### src/rtl/decode_pkg.sv
// rtl/decode_pkg.sv - shared opcodes, ALU/pc_sel/state encodings for the decode stage
package decode_pkg;

  // RV32I major opcodes (instr[6:0], including the 2'b11 length bits)
  localparam logic [6:0] OPC_LOAD   = 7'b0000011;
  localparam logic [6:0] OPC_STORE  = 7'b0100011;
  localparam logic [6:0] OPC_OP     = 7'b0110011;
  localparam logic [6:0] OPC_OP_IMM = 7'b0010011;
  localparam logic [6:0] OPC_BRANCH = 7'b1100011;
  localparam logic [6:0] OPC_JAL    = 7'b1101111;
  localparam logic [6:0] OPC_JALR   = 7'b1100111;
  localparam logic [6:0] OPC_LUI    = 7'b0110111;
  localparam logic [6:0] OPC_AUIPC  = 7'b0010111;

  typedef enum logic [3:0] {
    ALU_ADD   = 4'd0,
    ALU_SUB   = 4'd1,
    ALU_SLL   = 4'd2,
    ALU_SLT   = 4'd3,
    ALU_SLTU  = 4'd4,
    ALU_XOR   = 4'd5,
    ALU_SRL   = 4'd6,
    ALU_SRA   = 4'd7,
    ALU_OR    = 4'd8,
    ALU_AND   = 4'd9,
    ALU_PASSB = 4'd10
  } alu_op_e;

  typedef enum logic [1:0] {
    PC_SEQ  = 2'b00,
    PC_IMM  = 2'b01,
    PC_ALU  = 2'b10,
    PC_HOLD = 2'b11
  } pc_sel_e;

  typedef enum logic {
    ST_RUN    = 1'b0,
    ST_SQUASH = 1'b1
  } state_e;

  typedef enum logic [2:0] {
    FMT_R = 3'd0,
    FMT_I = 3'd1,
    FMT_S = 3'd2,
    FMT_B = 3'd3,
    FMT_U = 3'd4,
    FMT_J = 3'd5
  } imm_fmt_e;

  // funct3 selects the operation; alt picks SUB over ADD and SRA over SRL
  function automatic alu_op_e alu_from_funct3(input logic [2:0] funct3, input logic alt);
    alu_op_e op;
    case (funct3)
      3'b000:  op = alt ? ALU_SUB : ALU_ADD;
      3'b001:  op = ALU_SLL;
      3'b010:  op = ALU_SLT;
      3'b011:  op = ALU_SLTU;
      3'b100:  op = ALU_XOR;
      3'b101:  op = alt ? ALU_SRA : ALU_SRL;
      3'b110:  op = ALU_OR;
      default: op = ALU_AND;
    endcase
    return op;
  endfunction

endpackage

### src/rtl/imm_gen.sv
// rtl/imm_gen.sv - RV32I immediate extraction and format classification
module imm_gen
  import decode_pkg::*;
(
  input  logic [31:0] i_instr,
  output logic [31:0] o_imm,
  output imm_fmt_e    o_fmt
);

  // classify the instruction format from its opcode; unknown opcodes read as R (no immediate)
  always_comb begin
    o_fmt = FMT_R;
    case (i_instr[6:0])
      OPC_LOAD, OPC_OP_IMM, OPC_JALR: o_fmt = FMT_I;
      OPC_STORE:                      o_fmt = FMT_S;
      OPC_BRANCH:                     o_fmt = FMT_B;
      OPC_LUI, OPC_AUIPC:             o_fmt = FMT_U;
      OPC_JAL:                        o_fmt = FMT_J;
      default:                        o_fmt = FMT_R;
    endcase
  end

  // assemble the immediate, always sign-extending from instr[31]
  always_comb begin
    o_imm = 32'd0;
    case (o_fmt)
      FMT_I: o_imm = {{20{i_instr[31]}}, i_instr[31:20]};
      FMT_S: o_imm = {{20{i_instr[31]}}, i_instr[31:25], i_instr[11:7]};
      FMT_B: o_imm = {{19{i_instr[31]}}, i_instr[31], i_instr[7], i_instr[30:25],
                      i_instr[11:8], 1'b0};
      FMT_U: o_imm = {i_instr[31:12], 12'd0};
      FMT_J: o_imm = {{11{i_instr[31]}}, i_instr[31], i_instr[19:12], i_instr[20],
                      i_instr[30:21], 1'b0};
      default: o_imm = 32'd0;
    endcase
  end

endmodule

### src/rtl/decode_stage.sv
// rtl/decode_stage.sv - IF/ID register, RV32I decode and fetch redirect control
module decode_stage
  import decode_pkg::*;
#(
  parameter int ADDR_WIDTH = 11,
  parameter int DATA_WIDTH = 32
) (
  input  logic                  i_clk,
  input  logic                  i_rst,
  input  logic                  i_if_valid,
  input  logic [DATA_WIDTH-1:0] i_if_instr,
  input  logic [ADDR_WIDTH-1:0] i_if_pc,
  output logic                  o_id_ready,
  output logic [1:0]            o_pc_sel,
  output logic [ADDR_WIDTH-1:0] o_imm_addr,
  input  logic                  i_ex_ready,
  input  logic                  i_ex_flush,
  output logic                  o_id_valid,
  output logic [ADDR_WIDTH-1:0] o_id_pc,
  output logic [4:0]            o_id_rs1,
  output logic [4:0]            o_id_rs2,
  output logic [4:0]            o_id_rd,
  output logic [31:0]           o_id_imm,
  output logic [3:0]            o_id_alu_op,
  output logic                  o_id_rf_we,
  output logic                  o_id_mem_rd,
  output logic                  o_id_mem_wr,
  output logic                  o_id_branch,
  output logic                  o_id_jal,
  output logic                  o_id_jalr,
  output logic                  o_id_illegal
);

  state_e                r_state;
  state_e                w_state_nxt;
  pc_sel_e               w_pc_sel;
  logic                  w_id_ready;

  logic                  r_id_valid;
  logic [ADDR_WIDTH-1:0] r_id_pc;
  logic [4:0]            r_id_rs1;
  logic [4:0]            r_id_rs2;
  logic [4:0]            r_id_rd;
  logic [31:0]           r_id_imm;
  alu_op_e               r_id_alu_op;
  logic                  r_id_rf_we;
  logic                  r_id_mem_rd;
  logic                  r_id_mem_wr;
  logic                  r_id_branch;
  logic                  r_id_jal;
  logic                  r_id_jalr;
  logic                  r_id_illegal;
  logic [ADDR_WIDTH-1:0] r_imm_addr;

  logic [6:0]            w_opcode;
  logic [2:0]            w_funct3;
  logic [4:0]            w_rd;
  logic [31:0]           w_imm;
  imm_fmt_e              w_fmt;
  logic                  w_known_opc;
  logic                  w_is_jal;
  logic                  w_illegal;
  alu_op_e               w_alu_op;
  logic                  w_writes_rd;
  logic                  w_stall;
  logic                  w_accept;
  logic                  w_jal_taken;
  logic [ADDR_WIDTH-1:0] w_jal_target;

  assign w_opcode = i_if_instr[6:0];
  assign w_funct3 = i_if_instr[14:12];
  assign w_rd     = i_if_instr[11:7];

  imm_gen u_imm_gen (
    .i_instr (i_if_instr),
    .o_imm   (w_imm),
    .o_fmt   (w_fmt)
  );

  // A misaligned JAL target is flagged illegal but still redirects fetch
  assign w_is_jal    = (w_opcode == OPC_JAL);
  assign w_illegal   = !w_known_opc || (w_is_jal && w_imm[1]);

  assign w_stall     = r_id_valid && !i_ex_ready;
  assign w_accept    = !i_rst && i_if_valid && (r_state == ST_RUN) && !w_stall && !i_ex_flush;
  assign w_jal_taken = w_accept && w_is_jal;
  assign w_jal_target = i_if_pc + w_imm[ADDR_WIDTH+1:2];

  // opcode legality, ALU op and rd-write class for the incoming word
  always_comb begin
    w_known_opc = 1'b1;
    w_alu_op    = ALU_ADD;
    w_writes_rd = 1'b0;
    case (w_opcode)
      OPC_OP: begin
        w_alu_op    = alu_from_funct3(w_funct3, i_if_instr[30]);
        w_writes_rd = 1'b1;
      end
      OPC_OP_IMM: begin
        // instr[30] is part of the immediate except on the right-shift encodings
        w_alu_op    = alu_from_funct3(w_funct3, (w_funct3 == 3'b101) && i_if_instr[30]);
        w_writes_rd = 1'b1;
      end
      OPC_LUI: begin
        w_alu_op    = ALU_PASSB;
        w_writes_rd = 1'b1;
      end
      OPC_LOAD, OPC_JAL, OPC_JALR, OPC_AUIPC: w_writes_rd = 1'b1;
      OPC_STORE:  w_alu_op = ALU_ADD;
      OPC_BRANCH: w_alu_op = ALU_SUB;
      default:    w_known_opc = 1'b0;
    endcase
  end

  // next state, fetch select and ready; flush outranks JAL outranks stall
  always_comb begin
    w_state_nxt = r_state;
    w_pc_sel    = PC_SEQ;
    w_id_ready  = 1'b0;
    if (!i_rst) begin
      w_id_ready = (r_state == ST_SQUASH) || i_ex_flush || !w_stall;
      if (i_ex_flush) begin
        w_pc_sel    = PC_ALU;
        w_state_nxt = ST_SQUASH;
      end else if (w_jal_taken) begin
        w_pc_sel    = PC_IMM;
        w_state_nxt = ST_SQUASH;
      end else begin
        if (w_stall) begin
          w_pc_sel = PC_HOLD;
        end
        w_state_nxt = ST_RUN;
      end
    end
  end

  // state register; SQUASH lasts one cycle unless re-entered
  always_ff @(posedge i_clk) begin
    if (i_rst) begin
      r_state <= ST_RUN;
    end else begin
      r_state <= w_state_nxt;
    end
  end

  // IF/ID pipeline register: load on accept, drop on flush or drain, hold on stall
  always_ff @(posedge i_clk) begin
    if (i_rst) begin
      r_id_valid   <= 1'b0;
      r_id_pc      <= '0;
      r_id_rs1     <= 5'd0;
      r_id_rs2     <= 5'd0;
      r_id_rd      <= 5'd0;
      r_id_imm     <= 32'd0;
      r_id_alu_op  <= ALU_ADD;
      r_id_rf_we   <= 1'b0;
      r_id_mem_rd  <= 1'b0;
      r_id_mem_wr  <= 1'b0;
      r_id_branch  <= 1'b0;
      r_id_jal     <= 1'b0;
      r_id_jalr    <= 1'b0;
      r_id_illegal <= 1'b0;
    end else if (w_accept) begin
      r_id_valid   <= 1'b1;
      r_id_pc      <= i_if_pc;
      r_id_rs1     <= i_if_instr[19:15];
      r_id_rs2     <= i_if_instr[24:20];
      r_id_rd      <= w_rd;
      r_id_imm     <= w_imm;
      r_id_alu_op  <= w_illegal ? ALU_ADD : w_alu_op;
      r_id_rf_we   <= w_writes_rd && (w_rd != 5'd0) && !w_illegal;
      r_id_mem_rd  <= (w_opcode == OPC_LOAD) && !w_illegal;
      r_id_mem_wr  <= (w_opcode == OPC_STORE) && !w_illegal;
      r_id_branch  <= (w_opcode == OPC_BRANCH) && !w_illegal;
      r_id_jal     <= w_is_jal && !w_illegal;
      r_id_jalr    <= (w_opcode == OPC_JALR) && !w_illegal;
      r_id_illegal <= w_illegal;
    end else if (i_ex_flush || (r_id_valid && i_ex_ready)) begin
      r_id_valid   <= 1'b0;
    end
  end

  // remember the last JAL target so imm_addr stays stable between redirects
  always_ff @(posedge i_clk) begin
    if (i_rst) begin
      r_imm_addr <= '0;
    end else if (w_jal_taken) begin
      r_imm_addr <= w_jal_target;
    end
  end

  assign o_id_ready   = w_id_ready;
  assign o_pc_sel     = w_pc_sel;
  assign o_imm_addr   = w_jal_taken ? w_jal_target : r_imm_addr;
  assign o_id_valid   = r_id_valid;
  assign o_id_pc      = r_id_pc;
  assign o_id_rs1     = r_id_rs1;
  assign o_id_rs2     = r_id_rs2;
  assign o_id_rd      = r_id_rd;
  assign o_id_imm     = r_id_imm;
  assign o_id_alu_op  = r_id_alu_op;
  assign o_id_rf_we   = r_id_rf_we;
  assign o_id_mem_rd  = r_id_mem_rd;
  assign o_id_mem_wr  = r_id_mem_wr;
  assign o_id_branch  = r_id_branch;
  assign o_id_jal     = r_id_jal;
  assign o_id_jalr    = r_id_jalr;
  assign o_id_illegal = r_id_illegal;

endmodule

### config.mk
export PLATFORM = sky130hd
export DESIGN_NAME = decode_stage
export DESIGN_NICKNAME = d
export VERILOG_FILES = /design/src/rtl/decode_pkg.sv /design/src/rtl/imm_gen.sv /design/src/rtl/decode_stage.sv
export SDC_FILE = /design/constraint.sdc
export NUM_CORES = 1
export LEC_CHECK = 0
export ABC_AREA = 0
export BUFFER_PORTS_ARGS = -buffer_cell sky130_fd_sc_hd__clkbuf_2
export CELL_PAD_IN_SITES_DETAIL_PLACEMENT = 2
export CELL_PAD_IN_SITES_GLOBAL_PLACEMENT = 2
export CORE_UTILIZATION = 25
export CTS_CLUSTER_DIAMETER = 100
export DETAILED_ROUTE_END_ITERATION = 12
export PLACE_DENSITY = 0.79
export SLEW_MARGIN = 25
export SYNTH_ARGS = -nofsm -noshare
export SYNTH_HDL_FRONTEND = slang
export SYNTH_SLANG_ARGS = --single-unit
### constraint.sdc
create_clock -name i_clk -period 3.6 [get_ports i_clk]
set_clock_uncertainty 0.05 [all_clocks]
set_input_delay 0.36 -clock i_clk [delete_from_list [all_inputs] [get_ports i_clk]]
set_output_delay 0.36 -clock i_clk [all_outputs]
set_load 0.01 [all_outputs]
==> results_dict.tcl, run 1 <==
set metrics [dict create \
    ys_types 57 \
    fin_ws_ns 0.125 \
    wl_um 15700 \
    number_of_hold_violations_in_the_final_report 0 \
    design.die.area_sq_mm 0.0165 \
    grt_antenna_before_repair 0 \
    finalInstanceArea_sq_mm 0.00537 \
    status "finished clean" \
    placedInstanceArea_sq_mm 0.00501 \
    synthCells 496 \
    drtPass1Iterations 6 \
    synthesis.nets 555 \
    clkLatencyLatePin_ns 0.34 \
    placementRows 45 \
    grt_util_all_layers 0.199 \
    max-cap-violations 0 \
    first_global_vias 4493 \
    power.leakage_nw 2.45 \
    yosys_warnings 0 \
    transition_time_at_the_pin_with_the_least_slew_margin_ns 0.853 \
    synth_enable_flop_cells 0 \
    worstPathRequired_ns 3.19 \
    num_clock_sinks 82 \
    hold_path_depth 3 \
    critPathLaunchType "primary input" \
    chipHeight_um 128 \
    synth-seq-cells 82 \
    setup.worst_path.end_class "output pin" \
    wl_per_cell_um 18.5 \
    dr_total_vias 4170 \
    detail_route.iter0.violations 134 \
    synth.top_cells.by_area "sky130_fd_sc_hd__dfxtp_1, sky130_fd_sc_hd__nand2_1, sky130_fd_sc_hd__nand3b_1" \
    post_synth_instance_area_sq_mm 0.00400 \
    power.density_mw_per_mm2 412 \
    grt_max_degree 85 \
    holdPathEnd "o_id_pc[8]$_SDFFE_PP0P_" \
    synth_area_leader_cell "sky130_fd_sc_hd__dfxtp_1" \
    initial_core_util 0.260 \
    drc_viols 0 \
    htree_num_levels 3 \
    layout_min_cycle_time_ns 3.47 \
    hpwl_dp_um 11800 \
    worst_case_headroom_to_the_max_slew_limit 0.431 \
    congestion_overflow_gr 0 \
    die-width_um 128 \
    placer_s_final_routability_congestion_estimate 0.822 \
    worst-r2r-cell-count 6 \
    drt-vias-per-instance 4.90 \
    crit_type "primary input to output pin" \
    floorplan.core_area_sq_mm 0.0154 \
    fill_cells 1782 \
    setup_slack_on_the_worst_flop_to_flop_path_ns 0.89 \
    synth-main-ff-cell "sky130_fd_sc_hd__dfxtp_1" \
    fin_crit_sh 0.965 \
    grt_first_pass_wirelength_um 25000 \
    worstHoldStart "i_if_pc[8]" \
    ff_to_ff_start "o_id_valid$_SDFFE_PP0P_" \
    dp_slack_ns -0.0599 \
    synthesized_area_per_cell_sq_um 8.05 \
    number_of_i_o_port_buffers 131 \
    area_delta_synth_final_pct 34.3 \
    layout-drive-gt1-share 0.303 \
    design.portCount 132 \
    r2r-end "r_imm_addr[8]$_SDFF_PP0_" \
    rsz0062_at_grt "false" \
    max_clock_freq_mhz 288 \
    final-max-slew-violation-count 0 \
    synth_top_area_frac 0.411 \
    irDropWorstVdd_v 0.000256 \
    cts_root_buffer "sky130_fd_sc_hd__clkbuf_16" \
    worstHoldPathType "primary input to register" \
    tritoncts "yes" \
    clk_pin_slew_worst_paths_ns 0.06 \
    seq_area_frac_synth 0.411 \
    final_antenna_net_count 0 \
    critical_path_arrival_ns 3.06 \
    clk_path_buf_depth 2 \
    cts_inserted_buffers 9 \
    final_net_count 694 \
    asyncSetResetFlopFracSynth 0 \
    setup_viol 0 \
    worst-path-max-fanout 5 \
    ant_cells 0 \
]
[layer usage]
layer / up-vias / global-route usage / share of wire
li1: 2003 / - / -
met1: 2060 / 0.253 / 0.46
met2: 92 / 0.334 / 0.48
met3: 15 / 0.0441 / 0.047
met4: 0 / 0.0630 / 0.015
met5: - / 0 / 0
[worst max path at each step]
stage | to | slack (ns) | from | depth (start not counted)
after floorplan | o_imm_addr[10] | 0.08 | i_if_instr[5] | 14
after global placement | o_imm_addr[10] | 0.02 | i_if_instr[5] | 15
after detailed placement | o_imm_addr[10] | -0.06 | i_if_instr[5] | 15
after CTS | o_imm_addr[9] | 0.02 | i_if_instr[5] | 15
after global routing | o_imm_addr[10] | 0.01 | i_if_instr[5] | 15
final | o_imm_addr[10] | 0.13 | i_if_instr[5] | 15
[stage by stage]
step	TNS [ns]	hold slack [ns]	utilization	std cells	power [W]
finish	0	0.182	0.349	851	0.00221
global placement	0	0.393	0.326	835	0.00122
floorplan	0	0.390	-	496	0.00109
detailed placement	-0.0758	0.404	0.326	835	0.00123
global route	0	0.199	0.349	851	0.00232
CTS	0	0.176	0.347	851	0.00224
[layout make-up]
type / count / area (sq um) / area share
clock buffer: 10 / 229 / 0.0427
clock inverter: 6 / 91.3 / 0.0170
inverter: 9 / 33.8 / 0.00630
multi-input combinational: 374 / 2230 / 0.415
sequential: 82 / 1640 / 0.306
tap: 211 / 264 / 0.0492
timing repair buffer: 159 / 878 / 0.164
[cells by family (layout without fill, tap and decap cells)]
kind of cell | count (synthesis) | count (layout) | share of synthesized area
buffers and inverters | 40 | 184 | 0.0429
AND/OR/NAND/NOR | 243 | 243 | 0.297
AO/OA/AOI/OAI | 109 | 109 | 0.186
flip-flops | 82 | 82 | 0.411
adder cells (fa/ha/maj) | 11 | 11 | 0.0363
XOR/XNOR | 6 | 6 | 0.0132
multiplexers | 5 | 5 | 0.0132
[registers in the layout, indices dropped and copies added (netlist names)]
signal	count
o_id_imm	32
o_id_rs1	5
o_id_rf_we	1
o_id_rd	5
o_id_valid	1
o_id_mem_rd	1
o_id_jalr	1
o_id_alu_op	4
r_state	1
r_imm_addr	11
o_id_pc	11
o_id_rs2	5
o_id_branch	1
o_id_mem_wr	1
o_id_jal	1
o_id_illegal	1
[worst max-delay path: stages]
cell,delay (ns)
sky130_fd_sc_hd__clkbuf_2,0.12
sky130_fd_sc_hd__nor2b_4,0.16
sky130_fd_sc_hd__buf_4,0.14
sky130_fd_sc_hd__and3_4,0.22
sky130_fd_sc_hd__a22o_1,0.18
sky130_fd_sc_hd__ha_1,0.17
sky130_fd_sc_hd__inv_1,0.05
sky130_fd_sc_hd__fa_1,0.40
sky130_fd_sc_hd__nor2b_2,0.15
sky130_fd_sc_hd__o31a_1,0.19
sky130_fd_sc_hd__a41oi_2,0.19
sky130_fd_sc_hd__a21o_1,0.22
sky130_fd_sc_hd__a211o_1,0.31
sky130_fd_sc_hd__nand2_1,0.06
sky130_fd_sc_hd__clkbuf_2,0.14
[cell usage in the layout (no fill, tap or decap), types with 4 or more instances in the layout]
cell type	count
sky130_fd_sc_hd__clkbuf_2	131
sky130_fd_sc_hd__nand2_1	112
sky130_fd_sc_hd__dfxtp_1	82
sky130_fd_sc_hd__nor2_1	44
sky130_fd_sc_hd__nand3b_1	32
sky130_fd_sc_hd__buf_4	27
sky130_fd_sc_hd__a21oi_1	22
sky130_fd_sc_hd__a211oi_1	22
sky130_fd_sc_hd__o21ai_0	16
sky130_fd_sc_hd__a21o_1	10
sky130_fd_sc_hd__inv_1	9
sky130_fd_sc_hd__ha_1	9
sky130_fd_sc_hd__clkbuf_16	9
sky130_fd_sc_hd__nand3_1	8
sky130_fd_sc_hd__and2_1	8
sky130_fd_sc_hd__nor3b_1	7
sky130_fd_sc_hd__nor2b_1	7
sky130_fd_sc_hd__o21a_1	5
sky130_fd_sc_hd__a22o_1	4
sky130_fd_sc_hd__nor3_1	4
[power by group]
part,internal [W],switching [W]
logic,0.000100,0.000157
registers,0.000933,0.0000156
clock network,0.000610,0.000394
total,0.00164,0.000566
[synth_stat cells, types with 2 or more instances]
| cell | instances |
|---|---|
| sky130_fd_sc_hd__a22oi_1 | 3 |
| sky130_fd_sc_hd__mux2i_1 | 3 |
| sky130_fd_sc_hd__buf_2 | 2 |
| sky130_fd_sc_hd__o31a_1 | 2 |
| sky130_fd_sc_hd__a41oi_1 | 2 |
| sky130_fd_sc_hd__nand4b_1 | 2 |
| sky130_fd_sc_hd__nand2_1 | 112 |
| sky130_fd_sc_hd__a211oi_1 | 23 |
| sky130_fd_sc_hd__a31oi_1 | 2 |
| sky130_fd_sc_hd__nor2b_1 | 9 |
| sky130_fd_sc_hd__xnor2_1 | 3 |
| sky130_fd_sc_hd__mux2_2 | 2 |
| sky130_fd_sc_hd__inv_1 | 9 |
| sky130_fd_sc_hd__or3_1 | 3 |
| sky130_fd_sc_hd__a22o_1 | 4 |
| sky130_fd_sc_hd__a32oi_1 | 2 |
| sky130_fd_sc_hd__a21oi_1 | 23 |
| sky130_fd_sc_hd__a21o_1 | 10 |
| sky130_fd_sc_hd__o21a_1 | 5 |
| sky130_fd_sc_hd__or4_1 | 2 |
| sky130_fd_sc_hd__nor4_1 | 3 |
| sky130_fd_sc_hd__buf_6 | 2 |
| sky130_fd_sc_hd__clkbuf_1 | 25 |
| sky130_fd_sc_hd__dfxtp_1 | 82 |
| sky130_fd_sc_hd__xor2_1 | 3 |
| sky130_fd_sc_hd__o31ai_2 | 2 |
| sky130_fd_sc_hd__nand3b_1 | 32 |
| sky130_fd_sc_hd__o21bai_1 | 2 |
| sky130_fd_sc_hd__o211ai_1 | 3 |
| sky130_fd_sc_hd__nand3_1 | 8 |
| sky130_fd_sc_hd__nor2_1 | 44 |
| sky130_fd_sc_hd__nor3_1 | 4 |
| sky130_fd_sc_hd__o21ai_0 | 16 |
| sky130_fd_sc_hd__ha_1 | 10 |
| sky130_fd_sc_hd__and3_1 | 2 |
| sky130_fd_sc_hd__and2_1 | 8 |
| sky130_fd_sc_hd__nor3b_1 | 7 |
[what timing repair did]
action                                  4_1_cts  5_1_grt
setup buffers                                 0        0
resized for setup                             3        7
hold buffers                                  0        0
endpoints found under the setup margin        1        4
pin swaps                                     0        4
Note: power is estimated with default switching activity, not from simulation.
==> inputs of run 2 (changes only) <==
--- a/config.mk
+++ b/config.mk
@@ -12,7 +12,7 @@
 export CORE_UTILIZATION = 25
 export CTS_CLUSTER_DIAMETER = 100
 export DETAILED_ROUTE_END_ITERATION = 12
-export PLACE_DENSITY = 0.79
+export PLACE_DENSITY_LB_ADDON = 0.1
 export SLEW_MARGIN = 25
 export SYNTH_ARGS = -nofsm -noshare
 export SYNTH_HDL_FRONTEND = slang
==> results_dict.tcl, run 2 (same netlist as run 1, synthesis figures left out) <==
set metrics [dict create \
    status "finished clean" \
    design.portCount 132 \
    initial_core_util 0.260 \
    floorplan.core_area_sq_mm 0.0154 \
    layout-drive-gt1-share 0.312 \
    fin_crit_sh 0.951 \
    dp_slack_ns -0.140 \
    irDropWorstVdd_v 0.000214 \
    setup.worst_path.end_class "output pin" \
    crit_type "primary input to output pin" \
    fin_total_pwr_w 0.00210 \
    setup_viol 0 \
    final-max-slew-violation-count 0 \
    cts_root_buffer "sky130_fd_sc_hd__clkbuf_16" \
    chipHeight_um 128 \
    clk_pin_slew_worst_paths_ns 0.07 \
    max_clock_freq_mhz 292 \
    final_antenna_net_count 0 \
    grt_util_all_layers 0.188 \
    clk_path_buf_depth 2 \
    layout_common_cells "sky130_fd_sc_hd__clkbuf_2, sky130_fd_sc_hd__nand2_1, sky130_fd_sc_hd__dfxtp_1, sky130_fd_sc_hd__nor2_1" \
    grt_max_degree 85 \
    wl_per_cell_um 17.7 \
    max-cap-violations 0 \
    final_net_count 699 \
    transition_time_at_the_pin_with_the_least_slew_margin_ns 0.885 \
    finalInstanceArea_sq_mm 0.00537 \
    dp_cells 839 \
    placementRows 45 \
    htree_num_levels 3 \
    grt_antenna_before_repair 0 \
    hpwl_dp_um 11300 \
    worst-path-max-fanout 4 \
    drt-vias-per-instance 4.87 \
    dr_total_vias 4165 \
    worst_case_headroom_to_the_max_slew_limit 0.410 \
    cts_inserted_buffers 9 \
    design.die.area_sq_mm 0.0165 \
    power.density_mw_per_mm2 391 \
    clkLatencyLatePin_ns 0.35 \
    number_of_i_o_port_buffers 131 \
    largest_register_ffs 32 \
    worstHoldPathType "primary input to register" \
    layout.cells.non_filler 856 \
    layout_min_cycle_time_ns 3.42 \
    critPathLaunchType "primary input" \
    postCtsHoldBufs 0 \
    area_delta_synth_final_pct 34.5 \
    number_of_hold_violations_in_the_final_report 0 \
    critical_path_arrival_ns 3.01 \
    congestion_overflow_gr 0 \
    ant_cells 0 \
    placedInstanceArea_sq_mm 0.00504 \
    die-width_um 128 \
    grt_first_pass_wirelength_um 23700 \
    detail_route.iter0.violations 150 \
    first_global_vias 4342 \
    drtPass1Iterations 4 \
    tritoncts "yes" \
    wl_um 15200 \
    placer_s_final_routability_congestion_estimate 0.842 \
    worstPathRequired_ns 3.19 \
    final_common_cell "sky130_fd_sc_hd__clkbuf_2" \
    drc_viols 0 \
    power.leakage_nw 2.45 \
    fin_ws_ns 0.176 \
    num_clock_sinks 82 \
    finish.utilization 0.350 \
]
[run 2: cell count changes in the layout (fill, tap and decap cells not counted), moves of 2 or more]
| cell | delta |
|---|---|
| sky130_fd_sc_hd__clkinvlp_4 | +2 |
| sky130_fd_sc_hd__nor2_1 | -2 |
| sky130_fd_sc_hd__bufinv_16 | -2 |
| sky130_fd_sc_hd__inv_6 | +2 |
| sky130_fd_sc_hd__buf_4 | +5 |
[run 2: timing repair]
action	4_1_cts	5_1_grt
setup buffers	1	0
gates resized for setup	3	10
pin swaps	1	7
endpoints found under the setup margin	2	4
[run 2: critical path, stage by stage]
cell,delay [ns]
sky130_fd_sc_hd__clkbuf_2,0.09
sky130_fd_sc_hd__buf_4,0.13
sky130_fd_sc_hd__nor2_2,0.11
sky130_fd_sc_hd__nand2_1,0.08
sky130_fd_sc_hd__a21oi_2,0.21
sky130_fd_sc_hd__buf_4,0.16
sky130_fd_sc_hd__a22o_1,0.16
sky130_fd_sc_hd__ha_1,0.28
sky130_fd_sc_hd__nor2b_2,0.18
sky130_fd_sc_hd__o31a_1,0.31
sky130_fd_sc_hd__buf_4,0.15
sky130_fd_sc_hd__o21a_1,0.16
sky130_fd_sc_hd__nor2_1,0.13
sky130_fd_sc_hd__xnor2_1,0.10
sky130_fd_sc_hd__mux2_2,0.27
sky130_fd_sc_hd__clkbuf_2,0.13
[run 2: power breakdown]
group | switching, W | internal (W) | leakage, nW
clock network | 0.000420 | 0.000475 | 0.130
registers | 0.0000143 | 0.000933 | 0.665
logic | 0.000156 | 0.000101 | 1.66
[run 2: worst paths after layout]
| check | endpoint | slack [ns] | startpoint | depth (start not counted) |
|---|---|---|---|---|
| max | o_imm_addr[6] | 0.18 | i_if_instr[5] | 16 |
| min | o_id_rs1[2]$_SDFFE_PP0P_ | 0.17 | i_if_instr[17] | 3 |
| max reg2reg | r_imm_addr[8]$_SDFF_PP0_ | 0.97 | o_id_valid$_SDFFE_PP0P_ | 6 |
| min reg2reg | o_id_mem_rd$_SDFFE_PP0P_ | 0.41 | o_id_mem_rd$_SDFFE_PP0P_ | 2 |
[run 2: layer usage]
metal / up-vias / share of wire / global-route usage / routed length [um]
met2: 96 / 0.46 / 0.307 / 7010
met3: 10 / 0.054 / 0.0574 / 813
met4: 0 / 0.0068 / 0.0436 / 103
met5: - / 0 / 0 / 0
li1: 2013 / - / - / -
met1: 2046 / 0.48 / 0.243 / 7260
[run 2: layout make-up]
type	count	area, sq um
fill	1799	10000
clock buffer	10	229
sequential	82	1640
multi-input combinational	374	2240
timing repair buffer	164	916
clock inverter	6	50.0
inverter	9	33.8
tap	211	264
[run 2: through the flow]
stage / hold slack, ns / setup TNS [ns]
4_1_cts: 0.150 / 0
5_1_grt: 0.168 / -0.0120
2_1_floorplan: 0.390 / 0
3_5_place_dp: 0.401 / -0.198
3_3_place_gp: 0.394 / 0
6_report: 0.171 / 0
